===== config.mk =====
export PLATFORM = sky130hd
export DESIGN_NAME = reservation_station_mcdb
export DESIGN_NICKNAME = d
export VERILOG_FILES = /design/src/rtl/reservation_station_mcdb.sv
export SDC_FILE = /design/constraint.sdc
export NUM_CORES = 2
export LEC_CHECK = 0
export CAP_MARGIN = 20
export CORE_ASPECT_RATIO = 1.5
export CORE_MARGIN = 10
export CORE_UTILIZATION = 45
export CTS_BUF_LIST = sky130_fd_sc_hd__clkbuf_4
export DETAILED_ROUTE_END_ITERATION = 6
export PLACE_DENSITY = 0.67
export SYNTH_ARGS = -nofsm -noshare
export SYNTH_HDL_FRONTEND = slang
export SYNTH_SLANG_ARGS = --single-unit

===== constraint.sdc =====
create_clock -name clk -period 9.9 [get_ports clk]
set_input_delay 1.98 -clock clk [delete_from_list [all_inputs] [get_ports clk]]
set_output_delay 1.98 -clock clk [all_outputs]
set_load 0.005 [all_outputs]

===== src/rtl/reservation_station_mcdb.sv =====
// Reservation station with NUM_CDB wakeup buses, oldest-ready selection by age matrix,
// a single registered issue slot with valid/ready handshake, and synchronous flush.
module reservation_station_mcdb #(
  parameter int unsigned NUM_ENTRIES = 8,
  parameter int unsigned NUM_CDB     = 2,
  parameter int unsigned XLEN        = 32,
  parameter int unsigned TAG_W       = 5,
  parameter int unsigned FUNC_W      = 5,
  localparam int unsigned CNT_W      = $clog2(NUM_ENTRIES + 1)
) (
  input  logic                       clk,
  input  logic                       reset,
  input  logic                       flush,
  input  logic                       dispatch_valid,
  output logic                       dispatch_ready,
  input  logic [FUNC_W-1:0]          dispatch_func,
  input  logic [TAG_W-1:0]           dispatch_t1,
  input  logic [TAG_W-1:0]           dispatch_t2,
  input  logic                       dispatch_rdy1,
  input  logic                       dispatch_rdy2,
  input  logic [XLEN-1:0]            dispatch_v1,
  input  logic [XLEN-1:0]            dispatch_v2,
  input  logic [TAG_W-1:0]           dispatch_dst,
  input  logic [XLEN-1:0]            dispatch_pc,
  input  logic [XLEN-1:0]            dispatch_imm,
  input  logic [NUM_CDB-1:0]         cdb_valid,
  input  logic [NUM_CDB*TAG_W-1:0]   cdb_tag,
  input  logic [NUM_CDB*XLEN-1:0]    cdb_value,
  output logic                       issue_valid,
  input  logic                       issue_ready,
  output logic [FUNC_W-1:0]          issue_func,
  output logic [TAG_W-1:0]           issue_dst,
  output logic [XLEN-1:0]            issue_v1,
  output logic [XLEN-1:0]            issue_v2,
  output logic [XLEN-1:0]            issue_pc,
  output logic [XLEN-1:0]            issue_imm,
  output logic [CNT_W-1:0]           free_count
);

  localparam int unsigned IDX_W = (NUM_ENTRIES > 1) ? $clog2(NUM_ENTRIES) : 1;

  typedef struct packed {
    logic [FUNC_W-1:0] func;
    logic [TAG_W-1:0]  t1;
    logic [TAG_W-1:0]  t2;
    logic              r1;
    logic              r2;
    logic [XLEN-1:0]   v1;
    logic [XLEN-1:0]   v2;
    logic [TAG_W-1:0]  dst;
    logic [XLEN-1:0]   pc;
    logic [XLEN-1:0]   imm;
  } entry_t;

  typedef struct packed {
    logic [FUNC_W-1:0] func;
    logic [TAG_W-1:0]  dst;
    logic [XLEN-1:0]   v1;
    logic [XLEN-1:0]   v2;
    logic [XLEN-1:0]   pc;
    logic [XLEN-1:0]   imm;
  } issue_t;

  entry_t                 ent_q   [NUM_ENTRIES];
  entry_t                 ent_d   [NUM_ENTRIES];
  logic [NUM_ENTRIES-1:0] valid_q, valid_d;
  // older_q[i][j] set means entry i was dispatched before entry j
  logic [NUM_ENTRIES-1:0] older_q [NUM_ENTRIES];
  logic [NUM_ENTRIES-1:0] older_d [NUM_ENTRIES];
  issue_t                 iss_q, iss_d;
  logic                   iv_q, iv_d;

  logic [CNT_W-1:0]       free_cnt;
  logic [IDX_W-1:0]       free_idx;
  logic [NUM_ENTRIES-1:0] elig, blk, sel;
  logic [IDX_W-1:0]       sel_idx;
  logic                   accept, load;
  logic [XLEN:0]          dlk1, dlk2;
  logic [XLEN:0]          wk1 [NUM_ENTRIES];
  logic [XLEN:0]          wk2 [NUM_ENTRIES];
  entry_t                 new_ent;

  // {hit, value}; lowest channel wins when several broadcast the same tag
  function automatic logic [XLEN:0] cdb_lookup(input logic [TAG_W-1:0] tag);
    logic [XLEN:0] res;
    res = '0;
    for (int k = NUM_CDB - 1; k >= 0; k--) begin
      if (cdb_valid[k] && (cdb_tag[k*TAG_W +: TAG_W] == tag)) begin
        res = {1'b1, cdb_value[k*XLEN +: XLEN]};
      end
    end
    return res;
  endfunction

  always_comb begin : free_scan
    free_cnt = '0;
    free_idx = '0;
    for (int i = NUM_ENTRIES - 1; i >= 0; i--) begin
      if (!valid_q[i]) begin
        free_cnt = free_cnt + CNT_W'(1);
        free_idx = IDX_W'(i);
      end
    end
  end

  assign free_count     = free_cnt;
  assign dispatch_ready = (free_cnt != '0) && !flush;
  assign accept         = dispatch_valid && dispatch_ready;

  always_comb begin : select
    blk     = '0;
    sel_idx = '0;
    for (int i = 0; i < NUM_ENTRIES; i++) begin
      elig[i] = valid_q[i] & ent_q[i].r1 & ent_q[i].r2;
    end
    for (int i = 0; i < NUM_ENTRIES; i++) begin
      for (int j = 0; j < NUM_ENTRIES; j++) begin
        if (j != i && elig[j] && older_q[j][i]) blk[i] = 1'b1;
      end
    end
    sel = elig & ~blk;
    for (int i = 0; i < NUM_ENTRIES; i++) begin
      if (sel[i]) sel_idx = IDX_W'(i);
    end
  end

  assign load = !flush && (!iv_q || issue_ready) && (|elig);

  always_comb begin : lookups
    dlk1 = cdb_lookup(dispatch_t1);
    dlk2 = cdb_lookup(dispatch_t2);
    for (int i = 0; i < NUM_ENTRIES; i++) begin
      wk1[i] = cdb_lookup(ent_q[i].t1);
      wk2[i] = cdb_lookup(ent_q[i].t2);
    end
  end

  always_comb begin : new_entry
    new_ent      = '0;
    new_ent.func = dispatch_func;
    new_ent.t1   = dispatch_t1;
    new_ent.t2   = dispatch_t2;
    new_ent.dst  = dispatch_dst;
    new_ent.pc   = dispatch_pc;
    new_ent.imm  = dispatch_imm;
    new_ent.r1   = dispatch_rdy1 | dlk1[XLEN];
    new_ent.r2   = dispatch_rdy2 | dlk2[XLEN];
    new_ent.v1   = dispatch_rdy1 ? dispatch_v1 : dlk1[XLEN-1:0];
    new_ent.v2   = dispatch_rdy2 ? dispatch_v2 : dlk2[XLEN-1:0];
  end

  // entry array next state: wakeup, issue removal, dispatch insert, flush
  always_comb begin : entry_next
    valid_d = valid_q;
    for (int i = 0; i < NUM_ENTRIES; i++) begin
      ent_d[i]   = ent_q[i];
      older_d[i] = older_q[i];
      if (valid_q[i] && !ent_q[i].r1 && wk1[i][XLEN]) begin
        ent_d[i].r1 = 1'b1;
        ent_d[i].v1 = wk1[i][XLEN-1:0];
      end
      if (valid_q[i] && !ent_q[i].r2 && wk2[i][XLEN]) begin
        ent_d[i].r2 = 1'b1;
        ent_d[i].v2 = wk2[i][XLEN-1:0];
      end
    end
    if (load) valid_d[sel_idx] = 1'b0;
    if (accept) begin
      ent_d[free_idx]   = new_ent;
      valid_d[free_idx] = 1'b1;
      older_d[free_idx] = '0;
      for (int j = 0; j < NUM_ENTRIES; j++) begin
        if (IDX_W'(j) != free_idx) older_d[j][free_idx] = 1'b1;
      end
    end
    if (flush) valid_d = '0;
  end

  always_comb begin : issue_next
    iss_d = iss_q;
    iv_d  = iv_q;
    if (flush) begin
      iv_d = 1'b0;
    end else if (!iv_q || issue_ready) begin
      iv_d = |elig;
      if (|elig) begin
        iss_d.func = ent_q[sel_idx].func;
        iss_d.dst  = ent_q[sel_idx].dst;
        iss_d.v1   = ent_q[sel_idx].v1;
        iss_d.v2   = ent_q[sel_idx].v2;
        iss_d.pc   = ent_q[sel_idx].pc;
        iss_d.imm  = ent_q[sel_idx].imm;
      end
    end
  end

  always_ff @(posedge clk or negedge reset) begin
    if (!reset) begin
      valid_q <= '0;
      iv_q    <= 1'b0;
      iss_q   <= '0;
      for (int i = 0; i < NUM_ENTRIES; i++) begin
        ent_q[i]   <= '0;
        older_q[i] <= '0;
      end
    end else begin
      valid_q <= valid_d;
      iv_q    <= iv_d;
      iss_q   <= iss_d;
      for (int i = 0; i < NUM_ENTRIES; i++) begin
        ent_q[i]   <= ent_d[i];
        older_q[i] <= older_d[i];
      end
    end
  end

  assign issue_valid = iv_q;
  assign issue_func  = iss_q.func;
  assign issue_dst   = iss_q.dst;
  assign issue_v1    = iss_q.v1;
  assign issue_v2    = iss_q.v2;
  assign issue_pc    = iss_q.pc;
  assign issue_imm   = iss_q.imm;

endmodule


---- Word-level counts from Yosys, hierarchy flattened ----
Index checks and enable logic that the tools add are counted.
cells by class
  $mul .................................... 0
  $lt $le $gt $ge ......................... 7
  shift operators ......................... 0
  reductions and logical operators ........ 155
  $add $sub $neg .......................... 7
  bitwise logic cells ..................... 36
  equal/unequal tests ..................... 43
  muxes and demuxes ....................... 175
  divide/modulo/power cells ............... 0
operators with widths
  operator               number
  $bwmux W1200           1
  $mux W33               36
  $mux W1185             1
  $mux W32               18
  $bmux W150 S3          1
  $demux W150 S3         1
  $mux W150              3
  $eq A5 B5 Y1           36
  $logic_and A1 B1 Y1    131
  $mux W8                12
  $mux W1                78
  $or A8 B8 Y8           9
  $and A64 B64 Y64       1
  $not A64 Y64           1
  $mux W3                14
  $add A4 B1 Y4 const B  7
  $mux W4                7
  $demux W8 S3           1
  $logic_not A1 Y1       18
  $and A1 B1 Y1          16
  $and A8 B8 Y8          2
  $not A8 Y8             2
  $ne A3 B3 Y1 const A   4
  $ge A4 B4 Y1 const B   2
  15 further kinds       21
word-level totals
  register bits ........................... 1,411
  output and inout port bits .............. 144
  memories kept ........................... 0
  latch bits .............................. 0
  word-level logic and storage cells ...... 519
  memory bits (writable) .................. 0
  ROM bits ................................ 0
  input port bits ......................... 231

---- Longest topological paths before layout ----
  depth after elaboration ................. 29
  gate-level depth with buffers ........... 25
  mapped depth without buffers ............ 22

---- Worst setup path before layout ----
Ideal clock, no wire load.
  path type ............................... reg-to-output
  start ................................... register valid_q[7]
  end ..................................... output port dispatch_ready
  arrival time ............................ 4.196 ns
  cell stages (with the launch flop) ...... 22
  buffers on the path ..................... 0
  required time ........................... 7.920 ns
  path slack .............................. 3.724 ns
  cell sequence ........................... dfrtp_1 -> inv_1 -> ha_1 -> xnor2_2 -> ha_1 -> nand2b_1 -> nand2_1 -> ha_1 -> nand2b_1 -> nand2_1 -> ha_1 -> nand2b_1 -> o221ai_1 -> a31o_2 -> ha_1 -> nor2b_1 -> xnor3_1 -> nor2_1 -> a21oi_1 -> xor2_1 -> nor2_1 -> nor2_1
between the ends
  word-level cells in the longest chain between the ends .. 17
ends and longest elaborated chain
  item                     line  source
  start, declared          66    logic [NUM_ENTRIES-1:0] valid_q, valid_d;
  start signal, assigned   207   valid_q <= valid_d;
  $mux W1 (*)              99    if (!valid_q[i]) begin
  $add A4 B1 Y4            100   free_cnt = free_cnt + CNT_W'(1);
  $mux W4 (*)              99
  $add A4 B1 Y4            100
  $mux W4 (*)              99
  $add A4 B1 Y4            100
  $mux W4 (*)              99
  $add A4 B1 Y4            100
  [2 not listed]           n/a
  $mux W4 (*)              99
  $add A4 B1 Y4            100
  $mux W4 (*)              99
  $add A4 B1 Y4            100
  $mux W4 (*)              99
  via free_count[3]        37    output logic [CNT_W-1:0] free_count
  $reduce_bool A4 Y1 (*)   107   assign dispatch_ready = (free_cnt != '0) && !flush;
  $logic_and A1 B1 Y1 (*)  107
  end, declared            15    output logic dispatch_ready,
The timed path passes the listed nets; every way through them passes the cells marked *.

---- Worst setup path after layout ----
  start ................................... register valid_q[7]
  end ..................................... output port dispatch_ready
between the ends
  word-level cells in the longest chain between the ends .. 17
ends and longest elaborated chain
  item                     line
  $mux W1 (*)              99
  $add A4 B1 Y4            100
  $mux W4 (*)              99
  $add A4 B1 Y4            100
  $mux W4 (*)              99
  $add A4 B1 Y4            100
  $mux W4 (*)              99
  $add A4 B1 Y4            100
  $mux W4 (*)              99
  $add A4 B1 Y4            100
  $mux W4 (*)              99
  $add A4 B1 Y4            100
  $mux W4 (*)              99
  $add A4 B1 Y4            100
  $mux W4 (*)              99
  $reduce_bool A4 Y1 (*)   107
  $logic_and A1 B1 Y1 (*)  107
Mark *: on every way between the ends. The rest lies on a longest branch, timed or not.

==> metrics.yaml <==
critPathMaxStageDelay_ps: 530
outcome: "finished, violations left"
sw_frac_of_total_pct: 27.6
grt_max_degree: 207
cts-resized-gates: 0
powerDensity_mw_per_mm2: 165
synth-edff-count: 0
worstSetupPathType: "reg2out"
path_cells: "inv_1, ha_1, xnor2_2, ha_1, nand2b_1, nand2_1, ha_1, nand2b_1, nand2_1, ha_1, nand2b_1, o221ai_1, a31o_2, ha_1, nor2b_1, xnor3_1, nor2_1, a21oi_1, xor2_1, nor2_1, nor2_1, clkdlybuf4s50_1"
worstPathMaxFanout: 7
grt_pass1_wl_um: 366000
io_buffers: 374
min_period_over_period_pct: 86.9
cts-root-buf: "clkbuf_4"
final_nets: 7017
syn2layout_area_growth_pct: 12.4
violations: "DRC"
grt_usage_pct: 25.8
critPathArrivalTime_ps: 6620
drc: 2
cts_sinks: 1396
synth_warnings: 0
gr-total-overflow: 0
p_leak_nw: 38.6
grt_pass1_vias: 58997
fp.dieH_um: 518
ant_nets: 0
hold_viol: 0
max_freq_mhz: 116
wl_per_cell_um: 26.5
vias: 56467
pwr-share-seq_pct: 48.3
power.total_w: 0.0138
clk_pin_slew_ps: 60
place.gp.congestion: 0.852
yosysSeqAreaShare_pct: 46.9
clockPowerShare_pct: 35.3
regToRegSetupSlack_ps: 2960
async_flop_share_pct: 100
fin_crit_ps: 8600
fp-row-count: 182
p_int_w: 0.00998
critical_path.top_delay_family: "adder cells"
setup_viol: 0
die_area_mm2: 0.182
synth-seq-cells: 1396
cp_common_cell: "ha_1"
hold_ws_ps: 485
synth_area_mm2: 0.0744
cts_buffer_depth: 4
vdd_drop_max_uv: 131
finalSetupTns_ps: 0
slew_viol_final: 0
htreeDepth: 5
ios: 375
p_comb_share_pct: 16.5
crit_slowest_cell: "xnor3_1"
coreArea_mm2: 0.164
hold_path.class: "reg2reg"
timing.max_cap.violations: 0
drt_iter0_markers: 4011
crit_buf_inv: 2
antenna_found_initial: 40
nFillCells: 14767
post_drt_via_cell_ratio: 6.12
cp.required_ps: 7920
syn_avg_cell_area_um2: 11.3
worstMarginPinSlew_ps: 1320
cts_tree: "done"
post-dp-hpwl_um: 139000
grt_setup_unrepaired: "false"
net-switching-power_w: 0.00381
start_util_pct: 45.3
startpoint_type: "flop"
finish.utilization_pct: 51.0
slew_headroom_pct: 12.0
clock_latency_ps: 1370
wl_um: 244000
firstDrtPassIters: 7
syn_nets: 6839
cts_setup_buffers: 0
die_w_um: 352
ys_types: 67
skew_ps: 157
synth_ff_type: "dfrtp_1"
layout-drive-gt1-share_pct: 19.4
synthCells: 6600
ctsHoldBuffers: 0
cts_made_buffers: 367
end_kind: "output pin"
-- logic make-up after synthesis --
logic type                 after synthesis  share of synthesized area, %
AOI/OAI and AO/OA                     1316                          11.2
xor gates and xnor gates               196                          2.40
adders and majority gates                8                         0.134
buffers and inverters                  707                          4.09
DFF                                   1396                          46.9
muxes                                 2202                          30.7
and+or+nand+nor                        775                          4.54
-- power groups by stage --
stage	registers, W	logic (W)	clock network, W
3_3_place_gp	0.00673	0.00225	0
5_1_grt	0.00671	0.00246	0.00529
4_1_cts	0.00665	0.00230	0.00500
6_report	0.00666	0.00227	0.00486
2_1_floorplan	0.00664	0.00105	0
3_5_place_dp	0.00675	0.00229	0
-- cells in the final DEF (no fill, tap or decap), types with 138 or more instances in the layout --
master              n
o22ai_1           139
xor2_1            148
mux2_2            621
nor2_1            560
a21oi_1           568
o221ai_1          139
clkbuf_4          526
dfrtp_1          1396
o22a_1            138
clkdlybuf4s50_1   371
mux2i_1          1528
-- Yosys cell counts, types with 3 or more instances --
library cell     n  share of area (%)
o211ai_1         3              0.030
buf_4           40               0.40
o22a_1         138                1.6
nor3_1           9              0.061
a221o_1         33               0.44
xor2_1         148                1.7
nand4_1         18               0.15
mux2_1          53               0.80
nand2_1         29               0.15
o2111ai_1        5              0.059
o22ai_1        139                1.2
o21ai_0         85               0.57
nor4_1          39               0.33
nor2b_1         17               0.14
and2_1           5              0.042
ha_1             8               0.13
mux2i_1       1528                 21
nor2_1         562                2.8
nand2b_1        11              0.092
nand3_1         21               0.14
o31ai_1          3              0.030
clkbuf_1       367                1.9
inv_1           20               0.10
a21oi_1        569                3.8
buf_2          175                1.2
mux2_2         621                9.4
and3_1          43               0.36
buf_1          102               0.51
o21a_1          41               0.41
o21ai_1         96               0.65
a211oi_1         3              0.030
o221ai_1       139                1.6
dfrtp_1       1396                 47
a22oi_1         36               0.36
a22o_1           7              0.082
xnor2_1         43               0.51
or2_2           10              0.084
-- sequential cells by signal, summed over array words and instances, names as in the netlist, named ones only --
| register | cells |
|---|---|
| ent_q | 1200 |
| older_q | 45 |
| issue_imm | 32 |
| issue_pc | 32 |
| issue_v1 | 32 |
| issue_v2 | 32 |
| valid_q | 8 |
| issue_dst | 5 |
| issue_func | 5 |
| issue_valid | 1 |
-- layer usage --
layer | GRT usage [%] | wire [um] | vias up
met5 | 0 | 339 | -
met4 | 13.7 | 12700 | 54
met1 | 30.3 | 94100 | 28557
met2 | 42.5 | 116000 | 2535
li1 | - | - | 24491
met3 | 7.58 | 21100 | 830
-- stage by stage --
| step | cells | area (um^2) | setup WS, ps |
|---|---|---|---|
| floorplan | 6600 | 74400 | 3720 |
| finish | 9220 | 83700 | 1300 |
| CTS | 9207 | 83600 | 1140 |
| global placement | 8613 | 79300 | 2620 |
| detailed placement | 8616 | 79300 | 2600 |
| global route | 9211 | 83600 | 803 |
-- cell type report --
type                            instances  area [um^2]  area share, %
Clock buffer                          526         3950           4.72
Antenna cell                           12         30.0         0.0359
Tap cell                             2208         2760           3.30
Clock inverter                         65          344          0.411
Timing Repair Buffer                  496         4860           5.81
Multi-Input combinational cell       4497        36700           43.9
Sequential cell                      1396        34900           41.8
Inverter                               20         75.1         0.0897
-- final timing paths --
kind / cells after the start / startpoint / end
max: 22 / valid_q[7] / dispatch_ready
min: 1 / ent_q[367] / ent_q[367]
max reg2reg: 22 / valid_q[7] / ent_q[903]
min reg2reg: 1 / ent_q[367] / ent_q[367]
max in group asynchronous: 3 / reset / ent_q[627]
min in group asynchronous: 1 / reset / ent_q[716]
No activity file was read; power rests on OpenSTA's default activity.
